===== config.mk =====
export PLATFORM = sky130hd
export DESIGN_NAME = ram_banked_clr
export DESIGN_NICKNAME = d
export VERILOG_FILES = /design/src/rtl/ram_banked_clr.sv
export SDC_FILE = /design/constraint.sdc
export NUM_CORES = 1
export LEC_CHECK = 0
export BUFFER_PORTS_ARGS = -buffer_cell sky130_fd_sc_hd__buf_2
export CAP_MARGIN = 20
export CELL_PAD_IN_SITES_DETAIL_PLACEMENT = 1
export CELL_PAD_IN_SITES_GLOBAL_PLACEMENT = 1
export CORE_ASPECT_RATIO = 0.9
export CORE_UTILIZATION = 29
export CTS_CLUSTER_DIAMETER = 80
export DETAILED_ROUTE_END_ITERATION = 6
export PLACE_DENSITY_LB_ADDON = 0.15
export SYNTH_ARGS = -nofsm -noshare
export SYNTH_HDL_FRONTEND = slang
export SYNTH_SLANG_ARGS = --single-unit

===== constraint.sdc =====
create_clock -name CLK_ -period 1.8 [get_ports CLK_]
set_input_delay 0.45 -clock CLK_ [delete_from_list [all_inputs] [get_ports CLK_]]
set_output_delay 0.45 -clock CLK_ [all_outputs]
set_load 0.01 [all_outputs]

===== src/rtl/ram_banked_clr.sv =====
// ram_banked_clr: single-port synchronous RAM split into 2^BANK_W banks.
// Supports bit-masked writes and a registered read with a one-cycle valid
// pulse. An optional engine zeroes every word after reset. Requests that
// arrive while the RAM is not ready are discarded and set a sticky drop flag.
module ram_banked_clr #(
  parameter int DATA_W         = 8,
  parameter int ADDR_W         = 3,
  parameter int BANK_W         = 1,
  parameter int CLEAR_ON_RESET = 1
) (
  input  logic              CLK_,
  input  logic              RST_N_,
  input  logic              REQ_,
  input  logic              R_W_,
  input  logic [ADDR_W-1:0] ADDR_,
  input  logic [DATA_W-1:0] DATA_IN,
  input  logic [DATA_W-1:0] WMASK_,
  output logic [DATA_W-1:0] DATA_OUT,
  output logic              RD_VALID_,
  output logic              READY_,
  output logic              BUSY_,
  output logic              DROP_
);

  localparam int NBANKS     = 1 << BANK_W;
  localparam int IDX_W      = ADDR_W - BANK_W;
  localparam int BANK_DEPTH = 1 << IDX_W;
  localparam int DEPTH      = 1 << ADDR_W;
  localparam logic [IDX_W-1:0] IDX_LAST = '1;

  typedef enum logic {S_CLEAR, S_ACTIVE} state_t;

  state_t state_q, state_d;

  logic [DATA_W-1:0] mem_q [DEPTH];
  logic [IDX_W-1:0]  clr_idx_q, clr_idx_d;
  logic [DATA_W-1:0] data_out_q;
  logic              rd_valid_q;
  logic              ready_q, ready_d;
  logic              busy_q, busy_d;
  logic              drop_q;
  logic              clr_en;
  logic              clr_last;
  logic              wr_acc;
  logic              rd_acc;

  // A request is only accepted when the registered READY_ is high, so the
  // clear engine and user writes never touch the array in the same cycle.
  assign wr_acc = REQ_ && ready_q && R_W_;
  assign rd_acc = REQ_ && ready_q && !R_W_;

  // State register; reset picks the start state from CLEAR_ON_RESET.
  always_ff @(posedge CLK_) begin
    if (!RST_N_) begin
      state_q <= (CLEAR_ON_RESET != 0) ? S_CLEAR : S_ACTIVE;
    end else begin
      state_q <= state_d;
    end
  end

  // Next-state logic: leave CLEAR once the last bank index has been zeroed.
  always_comb begin
    state_d = state_q;
    if (state_q == S_CLEAR && clr_idx_q == IDX_LAST) begin
      state_d = S_ACTIVE;
    end
  end

  // Output/control decode for the clear engine and the handshake flags.
  always_comb begin
    clr_en    = (state_q == S_CLEAR);
    clr_last  = clr_en && (clr_idx_q == IDX_LAST);
    clr_idx_d = clr_en ? clr_idx_q + 1'b1 : clr_idx_q;
    ready_d   = (state_q == S_ACTIVE) || clr_last;
    busy_d    = clr_en && !clr_last;
  end

  // Control registers: clear index, ready/busy, sticky drop, read strobe.
  always_ff @(posedge CLK_) begin
    if (!RST_N_) begin
      clr_idx_q  <= '0;
      ready_q    <= 1'b0;
      busy_q     <= (CLEAR_ON_RESET != 0);
      drop_q     <= 1'b0;
      rd_valid_q <= 1'b0;
    end else begin
      clr_idx_q  <= clr_idx_d;
      ready_q    <= ready_d;
      busy_q     <= busy_d;
      rd_valid_q <= rd_acc;
      if (REQ_ && !ready_q) begin
        drop_q <= 1'b1;
      end
    end
  end

  // Read data register: holds the last read value until the next read.
  always_ff @(posedge CLK_) begin
    if (!RST_N_) begin
      data_out_q <= '0;
    end else if (rd_acc) begin
      data_out_q <= mem_q[ADDR_];
    end
  end

  // Storage array: parallel clear of index i in every bank, or masked write.
  always_ff @(posedge CLK_) begin
    if (RST_N_) begin
      if (clr_en) begin
        for (int b = 0; b < NBANKS; b++) begin
          mem_q[ADDR_W'(b * BANK_DEPTH) | ADDR_W'(clr_idx_q)] <= '0;
        end
      end else if (wr_acc) begin
        mem_q[ADDR_] <= (mem_q[ADDR_] & ~WMASK_) | (DATA_IN & WMASK_);
      end
    end
  end

  assign DATA_OUT  = data_out_q;
  assign RD_VALID_ = rd_valid_q;
  assign READY_    = ready_q;
  assign BUSY_     = busy_q;
  assign DROP_     = drop_q;

endmodule

# --- Yosys cells after proc, flatten, opt, wreduce, memory -nomap -nowiden ---
# Memories as Yosys holds them, arrays and structs flattened.
# Cells that the tools add are included.
totals:
  mem_bits_rw: 64
  out_inout_bits: 12
  input_bits: 23
  register_bits: 15
  wordCells: 36
  n_memories: 1
op_classes:
  n_bitwise: 5
  reduce_logical: 11
  add_sub_neg: 1
  eq_ne: 1
  n_mux: 10
memory_table:
  columns: ["memory", "depth", "width", "rd", "rd_clocked_by_memory_dff", "write_ports", "line_no", "source"]
  rows:
  - ["mem_q", 8, 8, 1, 0, 2, "35", "logic [DATA_W-1:0] mem_q [DEPTH];"]
ops:
  columns: ["cell", "count"]
  rows:
  - ["AND 8 bit", 2]
  - ["2-to-1 mux 1 bit", 8]
  - ["2-to-1 mux 8 bit", 1]
  - ["NOT 8 bit", 1]
  - ["OR 8 bit", 1]
  - ["OR reduction 8 bit", 1]
  - ["logical AND 1 bit", 6]
  - ["zero test 1 bit", 3]
  - ["2-to-1 mux 3 bit", 1]
  - ["adder 2 x 1 -> 2 bit (second input constant)", 1]
  - ["== test 2 bit (second input constant)", 1]
  - ["logical OR 1 bit", 1]
  - ["NOT 1 bit", 1]

# --- Depth between registers and ports, before layout ---
# Gate-level depths: netlist (run 1).
depth:
  depth_word: 8
  ltp_mapped: 7
  depth_no_buf: 5

# --- Worst setup path before layout (run 1) ---
# OpenSTA, ideal clock, no wires.
synth_path:
  kind: "input-to-reg"
  from: "in ADDR_[0]"
  to: "mem mem_q[0][2], data pin"
  path_slack_ns: 0.037
  cell_stages: 6
  t_arrival_ns: 1.491
  path_buffers: 2
  setup_time_ns: 0.272
  required_ns: 1.528
  path_cell_list: "buf_6 -> buf_8 -> mux2_1 -> o22ai_1 -> o31a_4 -> nor2_1"
synth_rtl:
  columns: ["element", "line_no", "source"]
  rows:
  - ["start, declared", "15", "input logic [ADDR_W-1:0] ADDR_,"]
  - ["end, declared", "35", null]

==> reports/qor.yml, run 1 <==
status: "completed"
netlist_instances: 290
cts_tree: "built"
clk_latency_ns: 0.34
grt_start_max_net_pins: 17
clock-sinks: 79
async_flop_share_pct: 0
track_usage_pct: 17.0
postPlaceCellArea_sq_mm: 0.00422
hold_ws_ns: 0.441
multiInputGateArea_sq_mm: 0.00139
final_common_cell: "dfxtp_1"
cts_setup_buffers: 0
seq_area_frac_synth_pct: 55.7
drv_slew: 0
cp.required_ns: 1.87
fillCellCount: 1291
ys_seq_elements: 79
arrival_ns: 1.75
drive_above_1_share_pct: 34.0
design_area_sq_mm: 0.00453
p_int_mw: 3.44
finClkSkew_ns: 0.00708
place_congestion: 0.735
rows: 37
first_pass_iters: 4
finalCritPeriodShare_pct: 93.2
wl_per_cell_um: 17.8
crit_fanout: 10
p_sw_mw: 1.07
tns_ns: 0
regArea_sq_mm: 0.00190
critPathLaunchType: "primary input"
dieArea_sq_mm: 0.0122
end_kind: "register"
ys.flop_type: "dfxtp_1"
overflow: 0
initial_core_util_pct: 29.9
avgSynthCellArea_sq_um: 11.8
drv_cap: 0
switching_share_pct: 23.6
clock_power_share_pct: 42.9
synth-edff-count: 32
drc_errors: 0
powerDensity_mw_per_mm2: 994
cts_buffers: 9
ctsLongestPathBuffers: 2
ant_nets: 0
crit_type: "primary input to register"
cts.clk_slew.worst_paths_ns: 0.05
chipHeight_um: 105
p_leak_nw: 1.88
first_global_vias: 2683
rsz0062_at_grt: "false"
cts_root_buf: "clkbuf_16"
hold_violations: 0
final_cell_mix: "47 x dfxtp_1, 37 x buf_4, 34 x buf_2"
yosys_warnings: 0
hpwl_mm: 6.82
vdd_drop_max_mv: 0.530
grt_pass1_wl_mm: 14.9
io_pins: 35
hold_path.class: "primary input to register"
core_sq_mm: 0.0114
final_core_util_pct: 39.6
hold_buffers: 0
relSlewSlack_pct: 67.1
p_comb_share_pct: 13.3
synth.distinct_cells: 33
syn_area_sq_mm: 0.00342
vias: 2568
htreeDepth: 3
tightest_slew_ns: 0.492
avgViaCountPerCell: 4.83
wl_mm: 9.44
dp_cells: 516
setup_viol: 0
cts_resized: 0
area_growth_pct: 32.6
drt-initial-drc-count: 113
dieWidth_um: 116
clock.fmax_mhz: 596
instances_no_fill: 532
seqPwrFrac_pct: 43.8
fin_crit_ns: 1.68
final_nets: 398
diodes: 0
io_buffers: 34
synth.net_count: 317
antenna_found_initial: 0
-- sequential cells by signal, summed over array words and instances, names as in the netlist --
register,flops
mem_q,64
DATA_OUT,8
clr_idx_q,2
BUSY_,1
DROP_,1
RD_VALID_,1
READY_,1
state_q,1
-- metrics by stage --
| step | total power [mW] | setup WS, ns |
|---|---|---|
| floorplan | 2.28 | 0.0367 |
| global placement | 2.62 | -0.188 |
| detailed placement | 2.62 | -0.222 |
| CTS | 4.57 | 0.120 |
| global route | 4.68 | 0.0725 |
| finish | 4.50 | 0.123 |
-- cells in the mapped netlist (3+ instances only) --
cell,n,area (sq um)
nand2_1,24,90.1
edfxtp_1,32,961
nor2_1,11,41.3
a22o_1,10,87.6
o31a_4,5,87.6
nand3_1,32,160
mux2i_1,17,170
o31a_1,3,26.3
mux2_1,10,113
ha_1,4,50.1
o32ai_1,8,70.1
o22ai_1,8,50.1
dfxtp_1,47,941
nor2b_1,6,37.5
mux2_2,6,67.6
nand4_1,4,25.0
o21ai_2,20,175
buf_2,6,30.0
inv_1,6,22.5
o21ai_1,12,60.1
and2_1,4,25.0
-- metal layers --
metal,share of wire (%),GRT usage [%],up-vias
met5,0,0,-
met4,1.0,5.59,0
met3,3.4,4.41,8
met2,48,27.5,50
met1,47,21.8,1260
li1,-,-,1250
-- power groups by stage --
| stage | combinational, mW | clock (mW) | sequential, mW |
|---|---|---|---|
| finish | 0.599 | 1.93 | 1.97 |
| global route | 0.647 | 2.05 | 1.98 |
| CTS | 0.614 | 1.98 | 1.98 |
| detailed placement | 0.609 | 0 | 2.01 |
| global placement | 0.606 | 0 | 2.01 |
| floorplan | 0.271 | 0 | 2.01 |
-- cell type report --
class / instances / area share, %
clock inverters: 6 / 1.85
well taps: 156 / 4.31
multi-input cells: 191 / 30.7
clock buffers: 10 / 5.06
repair buffers: 84 / 15.6
flip-flops and latches: 79 / 42.0
inverters: 6 / 0.497
-- kinds of logic (layout without fill, tap and decap cells) --
| group | count (synthesis) | after routing | share of synthesized area [%] |
|---|---|---|---|
| buf+inv | 20 | 106 | 3.66 |
| fa+ha+maj | 4 | 4 | 1.47 |
| simple gates | 83 | 83 | 11.5 |
| compound gates | 70 | 70 | 17.2 |
| flops | 79 | 79 | 55.7 |
| mux | 33 | 33 | 10.3 |
| xor+xnor | 1 | 1 | 0.256 |
-- worst max-delay path: stages --
cell     delay, ns
buf_2         0.18
buf_12        0.16
mux2_1        0.32
o22ai_1       0.22
o31a_1        0.29
nor2_1        0.11
-- path summary, 6_finish.rpt --
path | from | endpoint | slack (ns) | cells after the start
worst max-delay path | ADDR_[0] | mem_q[1][1] | 0.12 | 6
worst min-delay path | REQ_ | DROP_ | 0.44 | 3
worst max register to register | state_q | mem_q[5][6] | 0.30 | 6
worst min register to register | mem_q[5][1] | mem_q[5][1] | 0.46 | 2
(Power assumes the default switching activity.)
==> run 2: changes to the inputs <==
--- a/config.mk
+++ b/config.mk
@@ -9,11 +9,11 @@
 export CAP_MARGIN = 20
 export CELL_PAD_IN_SITES_DETAIL_PLACEMENT = 1
 export CELL_PAD_IN_SITES_GLOBAL_PLACEMENT = 1
-export CORE_ASPECT_RATIO = 0.9
 export CORE_UTILIZATION = 29
 export CTS_CLUSTER_DIAMETER = 80
 export DETAILED_ROUTE_END_ITERATION = 6
 export PLACE_DENSITY_LB_ADDON = 0.15
+export RECOVER_POWER = 100
 export SYNTH_ARGS = -nofsm -noshare
 export SYNTH_HDL_FRONTEND = slang
 export SYNTH_SLANG_ARGS = --single-unit
==> constraint.sdc (replaced) <==
create_clock -name CLK_ -period 2 [get_ports CLK_]
set_input_delay 0.5 -clock CLK_ [delete_from_list [all_inputs] [get_ports CLK_]]
set_output_delay 0.5 -clock CLK_ [all_outputs]
set_load 0.01 [all_outputs]
==> run 2 against run 1 <==
Net effect:
- critical path depth up 2
- critical path type unchanged
- global-route usage down 0.80 points
- utilization fell by 1.7 points
==> reports/qor.yml, run 2 (synthesized netlist as in run 1, its figures left out) <==
status: "completed"
crit_type: "primary input to register"
relSlewSlack_pct: 69.2
regMostFlops: "mem_q"
drc_errors: 0
crit_fanout: 15
place_congestion: 0.749
finalCritPeriodShare_pct: 89.8
io_pins: 35
first_global_vias: 2659
core_sq_mm: 0.0115
regArea_sq_mm: 0.00190
dieArea_sq_mm: 0.0122
cts.clk_slew.worst_paths_ns: 0.06
cts_resized: 0
cpMaxStageDelayCell: "mux2_2"
rows: 39
final_cell_mix: "47 x dfxtp_1, 32 x nand3_1, 32 x edfxtp_1"
final_common_cell: "dfxtp_1"
wl_per_cell_um: 18.2
htreeDepth: 3
critPathLaunchType: "primary input"
multiInputGateArea_sq_mm: 0.00135
io_buffers: 34
dieWidth_um: 111
overflow: 0
largest_register_ffs: 64
grt_start_max_net_pins: 17
clock-sinks: 79
cts_tree: "built"
diodes: 0
chipHeight_um: 111
track_usage_pct: 16.2
vias: 2482
wl_mm: 9.25
hpwl_mm: 6.64
hold_violations: 0
area_growth_pct: 27.2
rsz0062_at_grt: "false"
first_pass_iters: 4
worstPathCellList: "clkbuf_1 > buf_12 > mux2_2 > o22ai_1 > buf_4 > o31a_4 > clkbuf_2 > o21ai_0"
hold_ws_ns: 0.421
grt_pass1_wl_mm: 14.8
drv_cap: 0
final_nets: 388
critPathMaxStageDelay_ns: 0.34
powerDensity_mw_per_mm2: 935
end_kind: "register"
cts_root_buf: "clkbuf_16"
p_leak_nw: 1.73
vdd_drop_max_mv: 0.510
clk_latency_ns: 0.34
cp.required_ns: 2.22
clock.fmax_mhz: 557
initial_core_util_pct: 29.8
p_total_mw: 4.06
drv_slew: 0
tightest_slew_ns: 0.461
avgViaCountPerCell: 4.88
hold_buffers: 0
fin_crit_ns: 1.80
cts_buffers: 9
arrival_ns: 2.02
ant_nets: 0
ctsLongestPathBuffers: 2
antenna_found_initial: 0
finClkSkew_ns: 0.00536
drive_above_1_share_pct: 25.7
hold_path.class: "primary input to register"
drt-initial-drc-count: 85
setup_viol: 0
cts_setup_buffers: 0
fillCellCount: 1245
## run 2: cell count changes in the layout (fill, tap and decap cells not counted), moves of 3 or more
cell / previous run / this run
buf_4: 37 / 25
clkbuf_1: 1 / 17
buf_12: 13 / 10
o21ai_2: 20 / 10
buf_2: 34 / 21
o21ai_0: 1 / 17
o21ai_1: 12 / 6
## run 2: critical path: cells and delay by family
| family | cells | cell delay [ns] |
|---|---|---|
| buf+inv | 4 | 0.75 |
| compound gates | 3 | 0.42 |
| mux | 1 | 0.34 |
## run 2: final timing paths
check / depth (start not counted) / start / end / slack, ns
min: 2 / RST_N_ / DROP_ / 0.42
max: 8 / ADDR_[0] / mem_q[7][3] / 0.20
max reg2reg: 5 / READY_ / mem_q[2][6] / 0.31
min reg2reg: 2 / mem_q[6][6] / mem_q[6][6] / 0.46
## run 2: power by group
part           total [mW]  switching (mW)  internal (mW)
Sequential           1.78          0.0331           1.75
Clock                1.79           0.687           1.11
Combinational       0.489           0.265          0.223
Total                4.06           0.985           3.08
## run 2: final cells by class
| type | count | area share, % |
|---|---|---|
| sequential | 79 | 43.8 |
| multi-input combinational | 191 | 31.1 |
| timing repair buffer | 74 | 12.9 |
| clock buffer | 9 | 5.18 |
| tap | 143 | 4.12 |
| clock inverter | 7 | 2.36 |
| inverter | 6 | 0.518 |
## run 2: layer usage
metal / part of all wire (%) / track usage [%] / routed length (um) / vias to the layer above
met5: 0 / 0 / 0 / -
met3: 1.9 / 2.31 / 172 / 11
met1: 47 / 20.8 / 4370 / 1217
met4: 1.9 / 7.20 / 180 / 0
li1: - / - / - / 1226
met2: 49 / 27.0 / 4530 / 28
## run 2: stage by stage
stage	util [%]	TNS (ns)	worst slack [ns]	area, sq um	instances
2_1_floorplan	-	0	0.187	3420	290
3_3_place_gp	35.8	0	0.00680	4100	493
3_5_place_dp	35.8	-0.221	-0.0278	4100	493
4_1_cts	38.6	0	0.324	4430	509
5_1_grt	37.9	0	0.124	4340	509
6_report	37.9	0	0.205	4340	509
==> run 3: changes to the inputs <==
--- a/config.mk
+++ b/config.mk
@@ -9,10 +9,11 @@
 export CAP_MARGIN = 20
 export CELL_PAD_IN_SITES_DETAIL_PLACEMENT = 1
 export CELL_PAD_IN_SITES_GLOBAL_PLACEMENT = 1
-export CORE_UTILIZATION = 29
+export CORE_UTILIZATION = 25
 export CTS_CLUSTER_DIAMETER = 80
+export CTS_CLUSTER_SIZE = 16
 export DETAILED_ROUTE_END_ITERATION = 6
-export PLACE_DENSITY_LB_ADDON = 0.15
+export PLACE_DENSITY_LB_ADDON = 0.05
 export RECOVER_POWER = 100
 export SYNTH_ARGS = -nofsm -noshare
 export SYNTH_HDL_FRONTEND = slang
==> run 3 against run 2 <==
Net effect:
- critical path depth is the same
- first-iteration DRC count shrank 16%
- utilization shrank 5.5 points
- routed wire length grew 9.5%
- sequential power is essentially flat
- total power shrank 3.4%
- clock-buffer cell count grew 2
- critical endpoint is now mem_q[5][4]
- largest cell class unchanged
==> reports/qor.yml, run 3 (synthesized netlist as in run 1, its figures left out) <==
ant_nets: 0
r2r_cells: 5
top_usage_layer: "met2"
drv_slew: 0
ctsLongestPathBuffers: 2
arrival_ns: 2.05
drive_above_1_share_pct: 27.6
grt_pass1_wl_mm: 16.0
wl_mm: 10.1
final_cell_mix: "47 x dfxtp_1, 32 x nand3_1, 32 x edfxtp_1"
place_congestion: 0.693
cts_buffers: 9
critical_path_depth: 8
diodes: 0
final_nets: 388
cts_resized: 0
tightest_slew_ns: 0.484
clock.fmax_mhz: 553
relSlewSlack_pct: 67.7
use_met1_pct: 21.5
crit_fanout: 8
min_path_cells: 2
clk_latency_ns: 0.35
io_pins: 35
avgViaCountPerCell: 4.62
first_pass_iters: 4
worstPathCellList: "buf_2 > clkbuf_2 > mux2_2 > o22ai_1 > buf_4 > o31a_2 > clkbuf_2 > o21ai_2"
finClkSkew_ns: 0.00691
cp_num_buf_inv: 4
final_core_util_pct: 32.3
cpMaxStageDelayCell: "mux2_2"
overflow: 0
fin_crit_ns: 1.81
hold_path.class: "register to register"
initial_core_util_pct: 25.7
largest_register_ffs: 64
p_sw_mw: 1.01
wl_per_cell_um: 18.7
area_growth_pct: 25.9
design_area_sq_mm: 0.00430
final_common_cell: "dfxtp_1"
dieWidth_um: 119
fillCellCount: 1503
critPathLaunchType: "primary input"
end_kind: "register"
cp.required_ns: 2.24
first_global_vias: 2593
clock_power_share_pct: 42.5
finalCritPeriodShare_pct: 90.5
powerDensity_mw_per_mm2: 912
rsz0062_at_grt: "false"
cts.clk_slew.worst_paths_ns: 0.06
vias: 2502
grt_use_met3_pct: 3.35
cts_tree: "built"
switching_share_pct: 25.7
drt-initial-drc-count: 71
use_met2_pct: 23.8
regMostFlops: "mem_q"
dieArea_sq_mm: 0.0141
core_sq_mm: 0.0133
tns_ns: 0
chipHeight_um: 119
antenna_found_initial: 0
dp_slack_ns: -0.0904
rows: 42
track_usage_pct: 15.7
hold_violations: 0
drc_errors: 0
htreeDepth: 3
hold_buffers: 0
postPlaceCellArea_sq_mm: 0.00413
crit_type: "primary input to register"
setup_viol: 0
hpwl_mm: 7.19
p_comb_share_pct: 12.1
grt_start_max_net_pins: 17
setup_slack_ns: 0.190
critPathMaxStageDelay_ns: 0.38
drv_cap: 0
p_leak_nw: 1.69
io_buffers: 34
crit_family: "buffers and inverters"
status: "completed"
clock-sinks: 79
p_int_mw: 2.91
vdd_drop_max_mv: 0.373
cts_setup_buffers: 0
cts_root_buf: "clkbuf_16"
seqPwrFrac_pct: 45.4
worst_path_most_repeated_cell: "clkbuf_2"
## run 3: cell count changes in the layout (fill, tap and decap cells not counted), sizes merged
cell	delta
buf	-5
clkinvlp	+1
clkinv	-1
bufinv	-1
inv	-1
clkbuf	+7
## run 3: power by group through the flow
| stage | combinational (mW) | clock (mW) | sequential [mW] |
|---|---|---|---|
| after floorplan | 0.244 | 0 | 1.81 |
| after global placement | 0.535 | 0 | 1.82 |
| after detailed placement | 0.534 | 0 | 1.82 |
| after CTS | 0.537 | 1.72 | 1.78 |
| after global routing | 0.520 | 1.77 | 1.79 |
| final | 0.474 | 1.67 | 1.78 |
## run 3: metal layers
metal,vias to the layer above,routed length (um)
met1,1223,5260
met3,11,250
met5,-,0
li1,1235,-
met4,0,170
met2,33,4450
## run 3: layout make-up
type	instances	area, sq um	area share [%]
clock buffers	11	233	5.41
clock inverters	5	57.6	1.34
inverters	6	22.5	0.524
multi-input cells	191	1380	32.0
flip-flops and latches	79	1900	44.2
well taps	176	220	5.12
repair buffers	74	488	11.3
## run 3: worst min-delay path, delay by kind of cell (launching register included)
kind	cells	cell delay [ns]
flip-flops	1	0.31
AND/OR/NAND/NOR	1	0.05
AO/OA/AOI/OAI	1	0.05
## run 3: worst paths after layout
kind / startpoint / to / slack, ns
worst min register to register: mem_q[6][6] / mem_q[6][6] / 0.46
worst max-delay path: ADDR_[0] / mem_q[5][4] / 0.19
worst min-delay path: mem_q[6][6] / mem_q[6][6] / 0.46
worst max register to register: state_q / mem_q[2][7] / 0.23
## run 3: per-stage QoR
step,cells,hold slack (ns),total power [mW]
after floorplan,290,0.437,2.05
after global placement,526,0.447,2.35
after detailed placement,526,0.450,2.35
after CTS,542,0.460,4.04
after global routing,542,0.472,4.08
final,542,0.457,3.92
